File: config.mk
export PLATFORM = sky130hd
export DESIGN_NAME = insn_fetch_unit
export DESIGN_NICKNAME = d
export VERILOG_FILES = /design/src/rtl/cpu_defs.sv /design/src/rtl/fetch_queue.sv /design/src/rtl/insn_fetch_unit.sv
export SDC_FILE = /design/constraint.sdc
export NUM_CORES = 1
export LEC_CHECK = 0
export BUFFER_PORTS_ARGS = -buffer_cell sky130_fd_sc_hd__buf_4
export CELL_PAD_IN_SITES_DETAIL_PLACEMENT = 2
export CELL_PAD_IN_SITES_GLOBAL_PLACEMENT = 2
export CORE_MARGIN = 5
export CORE_UTILIZATION = 38
export DETAILED_ROUTE_END_ITERATION = 10
export PLACE_DENSITY = 0.95
export SETUP_SLACK_MARGIN = 0.1
export SYNTH_ARGS = -nofsm -noshare
export SYNTH_HDL_FRONTEND = slang
export SYNTH_SLANG_ARGS = --single-unit
File: constraint.sdc
create_clock -name clk -period 19.3 [get_ports clk]
set_clock_uncertainty 0.2 [all_clocks]
set_input_delay 0.965 -clock clk [delete_from_list [all_inputs] [get_ports clk]]
set_output_delay 0.965 -clock clk [all_outputs]
set_load 0.005 [all_outputs]
File: src/rtl/cpu_defs.sv
// Shared CPU definitions: datapath widths, fetch queue entry layout and fetch FSM states.
// MISALIGN_CHECK_EN adds the HALT state used when a misaligned redirect target is fetched.
package cpu_defs;
  localparam int XLEN = 64;
  localparam int ILEN = 32;
  localparam logic [ILEN-1:0] INSN_NOP = 32'h0000_0013;
  localparam logic [XLEN-1:0] RESET_PC_DEFAULT = 64'h0;

  typedef struct packed {
    logic [XLEN-1:0] pc;
    logic [ILEN-1:0] insn;
    logic            mis;
  } fetch_entry_t;

  localparam int ENTRY_W = $bits(fetch_entry_t);

`ifdef MISALIGN_CHECK_EN
  typedef enum logic [1:0] {RUN, FULL, HALT} fetch_state_t;
`else
  typedef enum logic [1:0] {RUN, FULL} fetch_state_t;
`endif

  function automatic logic [XLEN-1:0] word_align(input logic [XLEN-1:0] a);
    return {a[XLEN-1:2], 2'b00};
  endfunction
endpackage

File: src/rtl/fetch_queue.sv
// Synchronous FIFO with flush; a full queue accepts a push in the same cycle as a pop.
module fetch_queue #(
  parameter int DEPTH = 2,
  parameter int W     = 97,
  localparam int AW   = $clog2(DEPTH),
  localparam int CW   = AW + 1
) (
  input  logic          clk,
  input  logic          reset,
  input  logic          flush,
  input  logic          push,
  input  logic          pop,
  input  logic [W-1:0]  din,
  output logic [W-1:0]  dout,
  output logic          full,
  output logic          empty,
  output logic [CW-1:0] count
);
  logic [DEPTH-1:0][W-1:0] mem;
  logic [AW-1:0]           wr_ptr, rd_ptr;

  always_ff @(posedge clk) begin
    if (reset || flush) begin
      wr_ptr <= '0;
      rd_ptr <= '0;
      count  <= '0;
    end else begin
      if (push) begin
        mem[wr_ptr] <= din;
        wr_ptr      <= wr_ptr + 1'b1;
      end
      if (pop) rd_ptr <= rd_ptr + 1'b1;
      count <= count + CW'(push) - CW'(pop);
    end
  end

  assign dout  = mem[rd_ptr];
  assign full  = (count == CW'(DEPTH));
  assign empty = (count == '0);
endmodule

File: src/rtl/insn_fetch_unit.sv
// Fetch stage: owns the PC, addresses instruction memory and queues {pc, insn} toward decode.
// MISALIGN_CHECK_EN: misaligned redirect targets are fetched once, flagged, then fetch halts.
module insn_fetch_unit
  import cpu_defs::*;
#(
  parameter logic [XLEN-1:0] RESET_PC    = RESET_PC_DEFAULT,
  parameter int              QUEUE_DEPTH = 2,
  parameter int              PC_STEP     = 4,
  localparam int             CW          = $clog2(QUEUE_DEPTH) + 1
) (
  input  logic            clk,
  input  logic            reset,
  output logic [XLEN-1:0] mem_addr,
  input  logic [ILEN-1:0] mem_insn,
  input  logic            redirect_valid,
  input  logic [XLEN-1:0] redirect_pc,
  output logic            out_valid,
  input  logic            out_ready,
  output logic [XLEN-1:0] out_pc,
  output logic [ILEN-1:0] out_insn,
  output logic            out_misaligned
);
  logic [XLEN-1:0] pc_q, target;
  fetch_state_t    state_q, state_d;
  fetch_entry_t    wr_entry, head;
  logic            push, pop, full, empty, halted;
  logic [CW-1:0]   count, count_nxt;

`ifdef MISALIGN_CHECK_EN
  assign halted         = (state_q == HALT);
  assign target         = redirect_pc;
  assign wr_entry.mis   = (pc_q[1:0] != 2'b00);
`else
  assign halted         = 1'b0;
  assign target         = word_align(redirect_pc);
  assign wr_entry.mis   = 1'b0;
`endif
  assign wr_entry.pc    = pc_q;
  assign wr_entry.insn  = mem_insn;

  assign mem_addr = pc_q;
  assign pop      = out_valid & out_ready;
  assign push     = !redirect_valid && !halted && (!full || pop);
  assign count_nxt = count + CW'(push) - CW'(pop);

  fetch_queue #(.DEPTH(QUEUE_DEPTH), .W(ENTRY_W)) u_queue (
    .clk   (clk),
    .reset (reset),
    .flush (redirect_valid),
    .push  (push),
    .pop   (pop),
    .din   (wr_entry),
    .dout  (head),
    .full  (full),
    .empty (empty),
    .count (count)
  );

  always_ff @(posedge clk) begin
    if (reset) begin
      pc_q    <= RESET_PC;
      state_q <= RUN;
    end else begin
      state_q <= state_d;
      if (redirect_valid) pc_q <= target;
      else if (push)      pc_q <= pc_q + XLEN'(PC_STEP);
    end
  end

  always_comb begin
    state_d = state_q;
    if (redirect_valid) state_d = RUN;
`ifdef MISALIGN_CHECK_EN
    else if (state_q == HALT) state_d = HALT;
    else if (push && wr_entry.mis) state_d = HALT;
`endif
    else state_d = (count_nxt == CW'(QUEUE_DEPTH)) ? FULL : RUN;
  end

  // Head is gated so an empty queue presents zeros rather than stale storage.
  assign out_valid      = !empty;
  assign out_pc         = empty ? '0 : head.pc;
  assign out_insn       = empty ? '0 : head.insn;
  assign out_misaligned = !empty && head.mis;
endmodule

==> out/metrics.csv, run 1 <==
metric,value,unit
critical path peak fanout,56,
VDD IR max,0.0627,mV
TritonCTS clock tree,yes,
CP max stage delay,890,ps
LEAKAGE,5.08,nW
most frequent CP cell,buf_4,
met3 Track Usage GR,0.0416,
Max clock buf depth,3,
Async SR Flop Fraction,0,
HPWL Detailed,25500,µm
Post-DRT Antenna Nets,0,
Initial Util,0.385,
post-CTS resize count,0,
post-synthesis register bit count,254,
Placer Congestion,0.742,
RSZ-0062 raised after global routing,no,
clk sink count,254,
number of global-route vias before repair,9240,
CP endpoint kind,output port,
"Clk Latency, worst-skew pair",550,ps
worst-margin pin slew,1230,ps
critical path's slowest cell,buf_4,
worst r2r src,u_queue.count[0],
met2 Use GR,0.388,
chip width,180,µm
"Slew Viols, Final",0,
core box area,0.0287,mm²
Die Y,180,µm
CP cell instances,buf_4 > mux2i_1 > nor2_1 > buf_4,
"Seq/Total Area, Yosys",0.631,
WS Path Type,register to output port,
result of the run,"complete, no violations",
fraction of layout cells with a size suffix above 1,0.279,
global-route wire length before repair,56700,µm
mapped cell area,0.0110,mm²
Total GRT Usage,0.219,
Die ar.,0.0326,mm²
Post-synth EDFFs,188,
CTS Root Cell,clkbuf_16,
Inst Count DP,1484,
Worst Hold Launch,mem_addr[61],
Yosys cell types,54,
crit start category,register,
IO buf count,254,
via/cell ratio,5.37,
CTS clock-pin slew for the worst setup and hold paths,60,ps
syn_area_per_cell,12.3,µm²
"commonest non-fill, non-tap cell in the layout",buf_4,
worst min path class,register to register,
initial antenna violation count,1,
drt wl/cell,24.1,µm
period utilization,0.212,
largest net degree at the start of global routing,77,
endpoints failing setup,0,
"Data required, critical path",18140,ps
Mapped Cells,894,
Hold Buf Count CTS,0,
gr ovfl total,0,
Core Rows,62,
Critical Path Source,u_queue.rd_ptr,
synth-to-layout area growth,28.3,%
via count,8249,
H-tree lvl count,1,
Max-cap violations,0,
postcts setup bufs,0,
DR DRC count,0,
Final Core Density,0.494,
PD cells,91.2,mW/mm²
io pins,262,
Fin Setup TNS,0,ps
final cell count without fillers,1536,
met1 usage,0.275,
Syn. warnings,0,
Most Crowded Layer GR,met2,
final wirelength,37000,µm
Final nets,1232,
min Tclk post-route,4100,ps
Main synth FF type,edfxtp_1,
clock buffers created by TritonCTS,27,
Fin. Hold Viols,0,
CP arrival,2930,ps
fill count,2873,
"commonest non-fill, non-tap cells in the layout","buf_4, edfxtp_1, nor2_1",
Initial DRC Count,472,
TritonRoute pass-1 iters,4,
Fmax,0.244,GHz
Rel. slew slack,0.173,
-- critical path: cells and delay by family (launching register included) --
family        cells  cell delay [ps]
buf+inv           2             1080
flops             1              820
mux               1              290
simple gates      1               90
-- layout make-up --
cell class              instances  area (µm²)  area share
diodes                          2        5.00    0.000353
clock inverters                 5        90.1     0.00636
well taps                     384         480      0.0339
repair buffers                261        1960       0.138
inverters                      20        75.1     0.00530
flip-flops and latches        254        6970       0.492
clock buffers                  45         793      0.0560
multi-input cells             565        3790       0.268
-- worst paths after layout --
path | endpoint | slack [ps] | cells after the start
min reg2reg | u_queue.mem[191] | 290 | 0
min | u_queue.mem[191] | 290 | 0
max reg2reg | u_queue.count[1] | 15930 | 10
max | out_pc[52] | 15200 | 4
-- registers in the layout (all words and copies together), names as in the netlist --
register	flops
u_queue.rd_ptr	1
u_queue.wr_ptr	1
mem_addr	62
u_queue.mem	188
u_queue.count	2
-- report_power, final --
group          leakage, nW  switching, mW  internal [mW]
registers             2.30         0.0275          0.613
logic                 2.34         0.0694         0.0638
clock network        0.430          0.211          0.307
total                 5.08          0.308          0.984
-- logic make-up (layout without fill, tap and decap cells) --
logic type,after synthesis,after routing,synth area share
xor+xnor,36,36,0.0286
compound gates,84,84,0.0590
simple gates,339,339,0.160
buf+inv,79,331,0.0288
flops,254,254,0.631
fa+ha+maj,3,3,0.00340
other cells,1,7,0.000340
mux,98,98,0.0888
-- layer usage --
layer | routed length, µm | share of wire
met3 | 1880 | 0.051
met5 | 0 | 0
met1 | 15200 | 0.41
met2 | 18900 | 0.51
met4 | 1030 | 0.028
-- through the flow --
step / power [mW] / instance area [µm²] / hold slack (ps) / setup slack, ps
after global placement: 0.774 / 13300 / 261 / 15820
after CTS: 1.30 / 14200 / 296 / 15110
after detailed placement: 0.787 / 13300 / 285 / 15720
final: 1.29 / 14200 / 287 / 15200
after global routing: 1.34 / 14200 / 311 / 15040
after floorplan: 0.704 / 11100 / 271 / 6980
-- cell usage after synthesis, types with 5 or more instances --
cell type / instances / area (µm²)
a2111oi_0: 9 / 78.8
a211oi_1: 29 / 218
a21oi_1: 6 / 30.0
a311oi_1: 17 / 149
and3_1: 10 / 62.6
and4_1: 5 / 43.8
buf_1: 11 / 41.3
buf_4: 5 / 37.5
clkbuf_1: 41 / 154
dfxtp_1: 66 / 1320
edfxtp_1: 188 / 5650
inv_1: 20 / 75.1
mux2i_1: 98 / 981
nand2_1: 31 / 116
nand3_1: 11 / 55.1
nand4_1: 30 / 188
nor2_1: 164 / 616
nor2b_1: 6 / 37.5
nor3_1: 18 / 90.1
nor4_1: 8 / 50.1
nor4b_1: 8 / 70.1
o21ai_0: 5 / 25.0
o31ai_1: 6 / 45.0
or3_1: 9 / 56.3
or4_1: 8 / 60.1
xnor2_1: 22 / 193
xor2_1: 14 / 123
No activity file was read; power rests on OpenSTA's default activity.
==> inputs of run 2 (changes only) <==
--- a/config.mk
+++ b/config.mk
@@ -5,13 +5,14 @@
 export SDC_FILE = /design/constraint.sdc
 export NUM_CORES = 1
 export LEC_CHECK = 0
+export ABC_AREA = 1
 export BUFFER_PORTS_ARGS = -buffer_cell sky130_fd_sc_hd__buf_4
 export CELL_PAD_IN_SITES_DETAIL_PLACEMENT = 2
 export CELL_PAD_IN_SITES_GLOBAL_PLACEMENT = 2
 export CORE_MARGIN = 5
-export CORE_UTILIZATION = 38
+export CORE_UTILIZATION = 29
 export DETAILED_ROUTE_END_ITERATION = 10
-export PLACE_DENSITY = 0.95
+export PLACE_DENSITY = 0.88
 export SETUP_SLACK_MARGIN = 0.1
 export SYNTH_ARGS = -nofsm -noshare
 export SYNTH_HDL_FRONTEND = slang
==> constraint.sdc (replaced) <==
create_clock -name clk -period 3.45 [get_ports clk]
set_clock_uncertainty 0.2 [all_clocks]
set_input_delay 0.1725 -clock clk [delete_from_list [all_inputs] [get_ports clk]]
set_output_delay 0.1725 -clock clk [all_outputs]
set_load 0.005 [all_outputs]
==> run 2 against run 1 <==
Compared with the run above: worst hold slack got worse by 280 ps; total power grew to 5.9 times the previous value; die area rose by 37%; register-to-register slack got worse by 16000 ps; routed wire length increased by 37%; setup slack worse by 15000 ps; clock-buffer cell count down 8; synthesized cell count is 50% higher; sequential power rose to 5.6 times the previous value; area after synthesis up 6.6%; final cell count grew 46%; critical path type is now register to register; largest cell class unchanged.
==> out/metrics.csv, run 2 <==
metric,value,unit,change
reg2reg setup slack,370,ps,-15560 ps
RR Endpoint,mem_addr[63],,
Worst Hold Launch,redirect_valid,,
number of global-route vias before repair,12552,,+36%
internal power,5.65,mW,+470%
io pins,262,,unchanged
Hold Buf Count CTS,105,,+105
Final nets,1789,,+45%
initial antenna violation count,3,,+2
VDD IR max,0.275,mV,+340%
Max-cap violations,0,,unchanged
WS Path Type,register to register,,
Fin. Hold Viols,0,,unchanged
PD cells,466,mW/mm²,+410%
Placer Congestion,0.894,,+21%
fraction of layout cells with a size suffix above 1,0.201,,-0.0784
via/cell ratio,4.98,,-7.2%
clock share of power,0.416,,+0.015
final wirelength,50800,µm,+37%
post-CTS resize count,0,,unchanged
synth-to-layout area growth,38.1,%,
max reg flops,188,,unchanged
H-tree lvl count,1,,unchanged
post-synthesis register bit count,254,,unchanged
gr ovfl total,0,,unchanged
worst min path class,input port to register,,
global-route wire length before repair,76700,µm,+35%
combinational power share,0.114,,+0.011
Main synth FF type,edfxtp_1,,
Final Core Density,0.407,,-0.0864
Place WS,1020,ps,-14700 ps
Async SR Flop Fraction,0,,unchanged
Rel. slew slack,0.219,,+0.0455
Syn. warnings,0,,unchanged
via count,11147,,+35%
mapped cell area,0.0118,mm²,+6.6%
LEAKAGE,6.32,nW,+24%
CTS clock-pin slew for the worst setup and hold paths,70,ps,about the same
drt wl/cell,22.7,µm,-5.8%
Hold Path End,mem_addr[31],,
"commonest non-fill, non-tap cell in the layout",nand2_1,,
"count leader, synth",nand2_1,,
syn_area_per_cell,8.76,µm²,-29%
RSZ-0062 raised after global routing,no,,
Max clock buf depth,3,,unchanged
Largest Register,u_queue.mem,,
Post-DRT Antenna Nets,0,,unchanged
Fmax,0.325,GHz,
period utilization,0.892,,
worst r2r src,mem_addr[13],,
number of cells on the worst hold path,3,,+3
Final Cell Area,0.0162,mm²,+15%
CP arrival,3310,ps,+380 ps
Post-synth EDFFs,188,,unchanged
Yosys top cell by area,edfxtp_1,,
R2R depth,10,,unchanged
Mapped Cells,1343,,+50%
min Tclk post-route,3080,ps,
HPWL Detailed,33400,µm,+31%
worst-margin pin slew,1170,ps,-58.8 ps
Initial DRC Count,485,,+2.8%
result of the run,"complete, no violations",,
"Clk Latency, worst-skew pair",570,ps,+20 ps
TritonRoute pass-1 iters,4,,unchanged
dpl cell area,0.0142,mm²,+7.3%
Net Sw Power,1.92,mW,+520%
TritonCTS clock tree,yes,,
core box area,0.0399,mm²,+39%
postcts setup bufs,0,,unchanged
"Slew Viols, Final",0,,unchanged
Yosys cell types,36,,-33%
critical path peak fanout,7,,-88%
Total GRT Usage,0.219,,+0.000255
endpoints failing setup,0,,unchanged
Die Y,211,µm,+17%
"commonest non-fill, non-tap cells in the layout","nand2_1, buf_4, edfxtp_1",,
CTS Root Cell,clkbuf_16,,
Synth area leaders,"edfxtp_1, nand2_1, dfxtp_1",,
Initial Util,0.295,,-0.0898
largest net degree at the start of global routing,97,,+26%
Die ar.,0.0447,mm²,+37%
Core Rows,73,,+18%
sequential power share,0.470,,-0.026
Final WS setup,373,ps,-14830 ps
DR DRC count,0,,unchanged
CP endpoint kind,register,,
Overall Power,7.57,mW,+490%
IO buf count,254,,unchanged
most frequent cells after synthesis,"nand2_1, edfxtp_1, a21oi_1",,
chip width,211,µm,+17%
Yosys top cell area share,0.480,,-0.0316
crit start category,register,,
clock buffers created by TritonCTS,29,,+7.4%
"Data required, critical path",3690,ps,-14450 ps
Net Sw Frac,0.254,,+0.0156
clk sink count,254,,unchanged
"Seq/Total Area, Yosys",0.592,,-0.0390
[run 2: changes by cell type in the layout (fill, tap and decap cells not counted), sizes merged, moves of 39 or more]
cell         change
o21ai           +42
mux2i           -98
a21oi          +132
dlygate4sd3    +105
nand3           +39
nand2          +438
inv             +69
[run 2: power by group through the flow]
stage               sequential [mW]  combinational, mW  clock [mW]
finish                         3.56              0.864        3.14
global route                   3.57              0.939        3.35
CTS                            3.55              0.863        3.18
detailed placement             3.62              0.750           0
global placement               3.60              0.714           0
floorplan                      3.56              0.327           0
[run 2: layout make-up]
type                    instances  area [µm²]
diodes                          3        7.51
well taps                     525         657
fillers                      4410       23700
flip-flops and latches        254        6970
clock buffers                  37         786
multi-input cells             941        4260
clock inverters                17         161
inverters                      90         342
repair buffers                370        3070
[run 2: worst max path at each step]
stage,from,end,slack [ps],depth (start not counted)
after global routing,mem_addr[2],mem_addr[56],200,10
after CTS,mem_addr[2],mem_addr[34],440,10
after detailed placement,mem_addr[2],mem_addr[42],1020,10
after global placement,mem_addr[2],mem_addr[62],1140,9
after floorplan,redirect_valid,u_queue.mem[100],-60,5
final,mem_addr[13],mem_addr[63],370,10
[run 2: metal layers]
| layer | track usage | routed length, µm | vias to the layer above | share of wire |
|---|---|---|---|---|
| met2 | 0.392 | 25700 | 294 | 0.51 |
| li1 | - | - | 5145 | - |
| met3 | 0.0285 | 2390 | 90 | 0.047 |
| met1 | 0.274 | 21000 | 5618 | 0.41 |
| met4 | 0.0737 | 1750 | 0 | 0.034 |
| met5 | 0 | 0 | - | 0 |
[run 2: stage by stage]
| stage | std cells | TNS (ps) | hold slack, ps |
|---|---|---|---|
| final | 2237 | 0 | 6.08 |
| after global placement | 2075 | 0 | 158 |
| after global routing | 2237 | 0 | 25.2 |
| after detailed placement | 2075 | 0 | 161 |
| after floorplan | 1347 | -11210 | 71.4 |
| after CTS | 2234 | 0 | 1.00 |
[run 2: cell families (layout without fill, tap and decap cells)]
family,count (synthesis),in the layout,synth area share
AO/OA/AOI/OAI,218,218,0.0973
XOR/XNOR,28,28,0.0208
adder cells (fa/ha/maj),3,3,0.00319
buffers and inverters,152,514,0.0505
flip-flops,254,254,0.592
other,1,8,0.000319
AND/OR/NAND/NOR,687,687,0.236
[run 2: worst max-delay path: stages, from the launching register on]
cell	delay (ps)
dfxtp_1	540
nand2_1	170
nor2_1	220
nand2_1	140
nor2_2	270
nand2_1	250
o21ai_1	210
nand2_1	100
a21oi_1	200
nor2_1	60
dlygate4sd3_1	590
